<file path="config.mk">
export PLATFORM = sky130hd
export DESIGN_NAME = hilo_muldiv_ctrl
export DESIGN_NICKNAME = d
export VERILOG_FILES = /design/src/rtl/hilo_muldiv_ctrl.sv
export SDC_FILE = /design/constraint.sdc
export NUM_CORES = 2
export LEC_CHECK = 0
export CAP_MARGIN = 20
export CORE_MARGIN = 4
export CORE_UTILIZATION = 45
export CTS_CLUSTER_DIAMETER = 120
export DETAILED_ROUTE_END_ITERATION = 12
export GPL_ROUTABILITY_DRIVEN = 0
export PLACE_DENSITY = 0.66
export REMOVE_ABC_BUFFERS = 1
export SLEW_MARGIN = 20
export SYNTH_ARGS = -nofsm -noshare
export SYNTH_HDL_FRONTEND = slang
export SYNTH_SLANG_ARGS = --single-unit
</file>
<file path="constraint.sdc">
create_clock -name clk -period 17.6 [get_ports clk]
set_input_delay 2.64 -clock clk [delete_from_list [all_inputs] [get_ports clk]]
set_output_delay 2.64 -clock clk [all_outputs]
set_load 0.01 [all_outputs]
</file>
<file path="src/rtl/hilo_muldiv_ctrl.sv">
// HI/LO register owner and sequencer for MULT/MULTU/DIV/DIVU/MTHI/MTLO.
// Multiplies finish after MUL_LAT stall cycles. Divides use a radix-2 restoring
// loop on operand magnitudes, followed by a sign fix-up. A flush cancels work
// in flight and never writes HI/LO.
module hilo_muldiv_ctrl #(
  parameter int MUL_LAT   = 2,
  parameter int DIV_ITERS = 32
) (
  input  logic        clk,
  input  logic        reset,
  input  logic        req_valid,
  input  logic [2:0]  req_op,
  input  logic [31:0] req_a,
  input  logic [31:0] req_b,
  input  logic        flush,
  output logic        stall,
  output logic        busy,
  output logic [31:0] hi_rd,
  output logic [31:0] lo_rd
);

  typedef enum logic [1:0] {
    ST_IDLE = 2'd0,
    ST_MUL  = 2'd1,
    ST_DIV  = 2'd2,
    ST_DONE = 2'd3
  } state_t;

  localparam logic [2:0] OP_MULT  = 3'd1;
  localparam logic [2:0] OP_MULTU = 3'd2;
  localparam logic [2:0] OP_DIV   = 3'd3;
  localparam logic [2:0] OP_DIVU  = 3'd4;
  localparam logic [2:0] OP_MTHI  = 3'd5;
  localparam logic [2:0] OP_MTLO  = 3'd6;

  localparam logic [5:0] MUL_LAST    = 6'(MUL_LAT - 2);
  localparam logic [5:0] DIV_LAST    = 6'(DIV_ITERS - 1);
  localparam logic       MUL_STALLS  = (MUL_LAT > 1) ? 1'b1 : 1'b0;

  // Full 64-bit product; the signed case sign-extends both operands to 66 bits.
  function automatic logic [63:0] mul64(input logic [31:0] a, input logic [31:0] b,
                                        input logic sgn);
    logic signed [65:0] ea;
    logic signed [65:0] eb;
    logic signed [65:0] p;
    ea = $signed({{34{sgn & a[31]}}, a});
    eb = $signed({{34{sgn & b[31]}}, b});
    p  = ea * eb;
    return p[63:0];
  endfunction

  // Magnitude of a 32-bit operand (0x80000000 maps to itself as unsigned).
  function automatic logic [31:0] mag32(input logic [31:0] x, input logic sgn);
    return (sgn & x[31]) ? (32'd0 - x) : x;
  endfunction

  state_t      state_q, state_d;
  logic [5:0]  cnt_q, cnt_d;
  logic [31:0] opa_q, opa_d;      // multiplicand, or dividend shifting into quotient
  logic [31:0] opb_q, opb_d;      // multiplier, or divisor magnitude
  logic [31:0] rem_q, rem_d;      // partial remainder
  logic        sgn_q, sgn_d;      // signed multiply
  logic        negq_q, negq_d;    // negate quotient at fix-up
  logic        negr_q, negr_d;    // negate remainder at fix-up
  logic [31:0] hi_q, hi_d;
  logic [31:0] lo_q, lo_d;
  logic        busy_q, busy_d;

  logic        is_mul_s, is_div_s, accept_s;
  logic [32:0] shifted_s, trial_s;
  logic        fits_s;
  logic [31:0] rem_next_s, quo_next_s;
  logic [63:0] prod_s, prod_req_s;

  assign is_mul_s = (req_op == OP_MULT) | (req_op == OP_MULTU);
  assign is_div_s = (req_op == OP_DIV)  | (req_op == OP_DIVU);
  assign accept_s = (state_q == ST_IDLE) & req_valid & ~flush & (is_mul_s | is_div_s);

  // One restoring iteration: shift in the next dividend bit and try the subtract.
  always_comb begin
    shifted_s  = {rem_q, opa_q[31]};
    trial_s    = shifted_s - {1'b0, opb_q};
    fits_s     = ~trial_s[32];
    rem_next_s = fits_s ? trial_s[31:0] : shifted_s[31:0];
    quo_next_s = {opa_q[30:0], fits_s};
    prod_s     = mul64(opa_q, opb_q, sgn_q);
    prod_req_s = mul64(req_a, req_b, (req_op == OP_MULT));
  end

  // Next-state, datapath and HI/LO update; flush overrides everything last.
  always_comb begin
    state_d = state_q;
    cnt_d   = cnt_q;
    opa_d   = opa_q;
    opb_d   = opb_q;
    rem_d   = rem_q;
    sgn_d   = sgn_q;
    negq_d  = negq_q;
    negr_d  = negr_q;
    hi_d    = hi_q;
    lo_d    = lo_q;
    case (state_q)
      ST_IDLE: begin
        if (accept_s) begin
          cnt_d = 6'd0;
          rem_d = 32'd0;
          if (is_mul_s) begin
            opa_d = req_a;
            opb_d = req_b;
            sgn_d = (req_op == OP_MULT);
            if (MUL_STALLS) begin
              state_d = ST_MUL;
            end else begin
              hi_d    = prod_req_s[63:32];
              lo_d    = prod_req_s[31:0];
              state_d = ST_DONE;
            end
          end else begin
            opa_d   = mag32(req_a, (req_op == OP_DIV));
            opb_d   = mag32(req_b, (req_op == OP_DIV));
            negq_d  = (req_op == OP_DIV) & (req_a[31] ^ req_b[31]);
            negr_d  = (req_op == OP_DIV) & req_a[31];
            state_d = ST_DIV;
          end
        end else if (req_valid & ~flush & (req_op == OP_MTHI)) begin
          hi_d = req_a;
        end else if (req_valid & ~flush & (req_op == OP_MTLO)) begin
          lo_d = req_a;
        end else begin
          state_d = ST_IDLE;
        end
      end
      ST_MUL: begin
        if (cnt_q == MUL_LAST) begin
          hi_d    = prod_s[63:32];
          lo_d    = prod_s[31:0];
          state_d = ST_DONE;
        end else begin
          cnt_d = cnt_q + 6'd1;
        end
      end
      ST_DIV: begin
        opa_d = quo_next_s;
        rem_d = rem_next_s;
        if (cnt_q == DIV_LAST) begin
          lo_d    = negq_q ? (32'd0 - quo_next_s) : quo_next_s;
          hi_d    = negr_q ? (32'd0 - rem_next_s) : rem_next_s;
          state_d = ST_DONE;
        end else begin
          cnt_d = cnt_q + 6'd1;
        end
      end
      ST_DONE: begin
        state_d = ST_IDLE;
      end
      default: begin
        state_d = ST_IDLE;
      end
    endcase
    if (flush) begin
      state_d = ST_IDLE;
      cnt_d   = 6'd0;
      hi_d    = hi_q;
      lo_d    = lo_q;
    end else begin
      cnt_d = cnt_d;
    end
    busy_d = (state_d == ST_MUL) | (state_d == ST_DIV);
  end

  // Pipeline hold: in-flight work, or a stalling op being accepted this cycle.
  always_comb begin
    if (flush) begin
      stall = 1'b0;
    end else if ((state_q == ST_MUL) | (state_q == ST_DIV)) begin
      stall = 1'b1;
    end else if (state_q == ST_IDLE) begin
      stall = req_valid & (is_div_s | (is_mul_s & MUL_STALLS));
    end else begin
      stall = 1'b0;
    end
  end

  // State and datapath registers with asynchronous reset.
  always_ff @(posedge clk or posedge reset) begin
    if (reset) begin
      state_q <= ST_IDLE;
      cnt_q   <= 6'd0;
      opa_q   <= 32'd0;
      opb_q   <= 32'd0;
      rem_q   <= 32'd0;
      sgn_q   <= 1'b0;
      negq_q  <= 1'b0;
      negr_q  <= 1'b0;
      hi_q    <= 32'd0;
      lo_q    <= 32'd0;
      busy_q  <= 1'b0;
    end else begin
      state_q <= state_d;
      cnt_q   <= cnt_d;
      opa_q   <= opa_d;
      opb_q   <= opb_d;
      rem_q   <= rem_d;
      sgn_q   <= sgn_d;
      negq_q  <= negq_d;
      negr_q  <= negr_d;
      hi_q    <= hi_d;
      lo_q    <= lo_d;
      busy_q  <= busy_d;
    end
  end

  assign busy  = busy_q;
  assign hi_rd = hi_q;
  assign lo_rd = lo_q;

endmodule
</file>
==> metrics.md <==
| Metric | Value |
|---|---|
| Status | completed |
| Cell Area, Synth | 50800 um^2 |
| CP max-delay cell | a211oi_1 |
| CP arrival | 10180 ps |
| GRT Util Overall | 28.2% |
| Initial DRT Pass Iterations | 6 |
| Synth Warn # | 0 |
| Most common cell after layout, fill and taps aside | inv_1 |
| Via count | 40956 |
| Post-Route Skew | 20.0 ps |
| Largest net degree at the start of global routing | 103 |
| Register area | 4310 um^2 |
| GRT overflow | 0 |
| WL final | around 160000 um |
| WL met3 | 16500 um |
| Slew margin rel. | 22.8% |
| Avg WL per Cell | 22.3 um |
| Initial antenna violation count | 5 |
| Boundary Pins | roughly 140 |
| # Post-CTS Setup Buffers | 0 |
| Post-layout nets | 7191 |
| Die W | 344 um |
| Post-synthesis sequential area ratio | around 8.5% |
| Core outline area | 112000 um^2 |
| Max Fclk | ~0.1 GHz |
| Fillers | 10775 |
| Root buffer cell | clkbuf_16 |
| Final Setup Violations | 0 |
| Setup TNS | 0 ps |
| Max layer used | met5 |
| Most frequent cells in the layout | inv_1, fa_1, nand2_1, and2_1, ha_1 |
| Vias in the first global route | 43064 |
| Crit path required time | approximately 18000 ps |
| Yosys reg bits | 172 |
| Reg clk slew, reported paths | 80 ps |
| Cells after synthesis | 5846 |
| Worst Setup Start Kind | flop |
| Max-Cap Viols | 0 |
| Most used DFF post-synth | dfrtp_1 |
| Vias/cell | 5.65 |
| First-pass GRT wire length | 255000 um |
| Netlist cell types | 89 |
| Multi-input logic area | 40700 um^2 |
| Asr flop ratio synth | 100% |
| Final Slew Violations | 0 |
| Full die area | 118000 um^2 |
| Max Root-Sink Buffers | 2 |
| HP Class | flop to flop |
| Share of cells above drive strength 1 | 2.82% |
| # rows | 123 |
| Final core occ | between 40% and 50% |
| CP max FO | 13 |
| CP Capture Type | flop |
| DP HPWL | 127000 um |
| Met2 wire length | around 74000 um |
| Post-cts repair resize count | 0 |
| CTS buffer count | 17 |
| Tmin final | 9810 ps |
| Crit path kind | flop to flop |
| Remaining DRCs | 0 |
| Reg2Reg Launch Point | sgn_q |
| Hold_ws | 477 ps |
| Tcrit/Tclk final | 55.7% |
| Starting Density | between 40% and 50% |
| Post-synth EDFFs | 0 |
| Initial DRC count | about 3800 |
| Hold Violations, Final | 0 |
| I/O Buffers | 136 |
| Clock latency on the worst-skew pair | 500 ps |
| TritonCTS clock tree | yes |
| Detail Route Antenna Nets | 0 |
| Die height | 344 um |
| M1 WL | 63100 um |
| H-tree Lvls | 4 |
| RSZ-0062 raised after global routing | no |
| Crit-path max cell delay | 940 ps |
| Most frequent CP cell | fa_1 |
| Worst Setup SP | sgn_q |
| Syn Area/Cell | 8.69 um^2 |
| Hold Path Origin | opb_q[21] |
| CTS Hold Bufs | 0 |
| Area delta synth->final | 6.28% |
| Worst Max-Slew Pin Slew | 1160 ps |
| Clock sink count | 172 |
-- final timing paths --
kind / end / slack, ps / cells past startpoint
setup / recovery: hi_rd[26] / 7790 / 28
hold / removal: opb_q[21] / 480 / 2
setup reg to reg: hi_rd[26] / 7790 / 28
hold reg to reg: opb_q[21] / 480 / 2
max in group asynchronous: opa_q[15] / 13380 / 3
min in group asynchronous: cnt_q[5] / 2690 / 2
-- worst max-delay path, delay by kind of cell, from the launching register on --
| family | cells | cell delay [ps] |
|---|---|---|
| buffers and inverters | 5 | 800 |
| DFF | 1 | 350 |
| xor gates and xnor gates | 1 | 150 |
| adders and majority gates | 9 | 4510 |
| AOI/OAI and AO/OA | 10 | 2800 |
| and+or+nand+nor | 3 | 1050 |
-- state kept, by name, summed over array words and instances (netlist names) --
name,cells
rem_q,32
lo_rd,32
state_q,2
opb_q,32
opa_q,32
negr_q,1
busy,1
cnt_q,6
hi_rd,32
negq_q,1
sgn_q,1
-- cell usage after synthesis, types with 50 or more instances --
| cell | count | area [um^2] |
|---|---|---|
| inv_1 | 1192 | 4470 |
| fa_1 | 1126 | 22500 |
| nand2_1 | 947 | 3550 |
| clkbuf_1 | 304 | 1140 |
| and2_1 | 297 | 1860 |
| ha_1 | 256 | 3200 |
| nor2_1 | 246 | 923 |
| o21ai_0 | 225 | 1130 |
| dfrtp_1 | 172 | 4300 |
| a21oi_1 | 167 | 836 |
| xnor2_1 | 132 | 1160 |
| xor2_1 | 79 | 692 |
| nor3_1 | 50 | 250 |
-- layer usage --
layer / GRT usage, % / vias to the layer above
met4: 11.6 / 6
met5: 0 / -
met1: 37.6 / 20900
li1: - / 17540
met3: 6.25 / 437
met2: 44.8 / 2073
-- per-stage QoR --
stage	setup WS, ps	cells	area (um^2)
2_1_floorplan	9200	5495	49500
5_1_grt	7390	7251	54000
4_1_cts	8090	7251	54000
3_3_place_gp	8290	7219	53400
3_5_place_dp	8140	7219	53400
6_report	7790	7253	54000
-- area by class of cell --
class / instances / share of cell area, %
clock buffer: 19 / 0.802
multi-input combinational: 4126 / 75.4
inverter: 1197 / 8.33
sequential: 172 / 7.97
antenna: 2 / 0.00927
tap: 1500 / 3.48
timing repair buffer: 224 / 3.74
clock inverter: 13 / 0.234
-- cells by family after synthesis --
kind of cell | after synthesis | share of synthesized area (%)
flops | 172 | 8.47
mux | 29 | 0.574
xor+xnor | 213 | 3.70
buf+inv | 1548 | 11.5
fa+ha+maj | 1382 | 50.7
simple gates | 1764 | 15.8
compound gates | 738 | 9.35
Power is left out: the tool's default activity adds up to more than one toggle a clock period on the data nets, which glitch-free logic cannot reach.
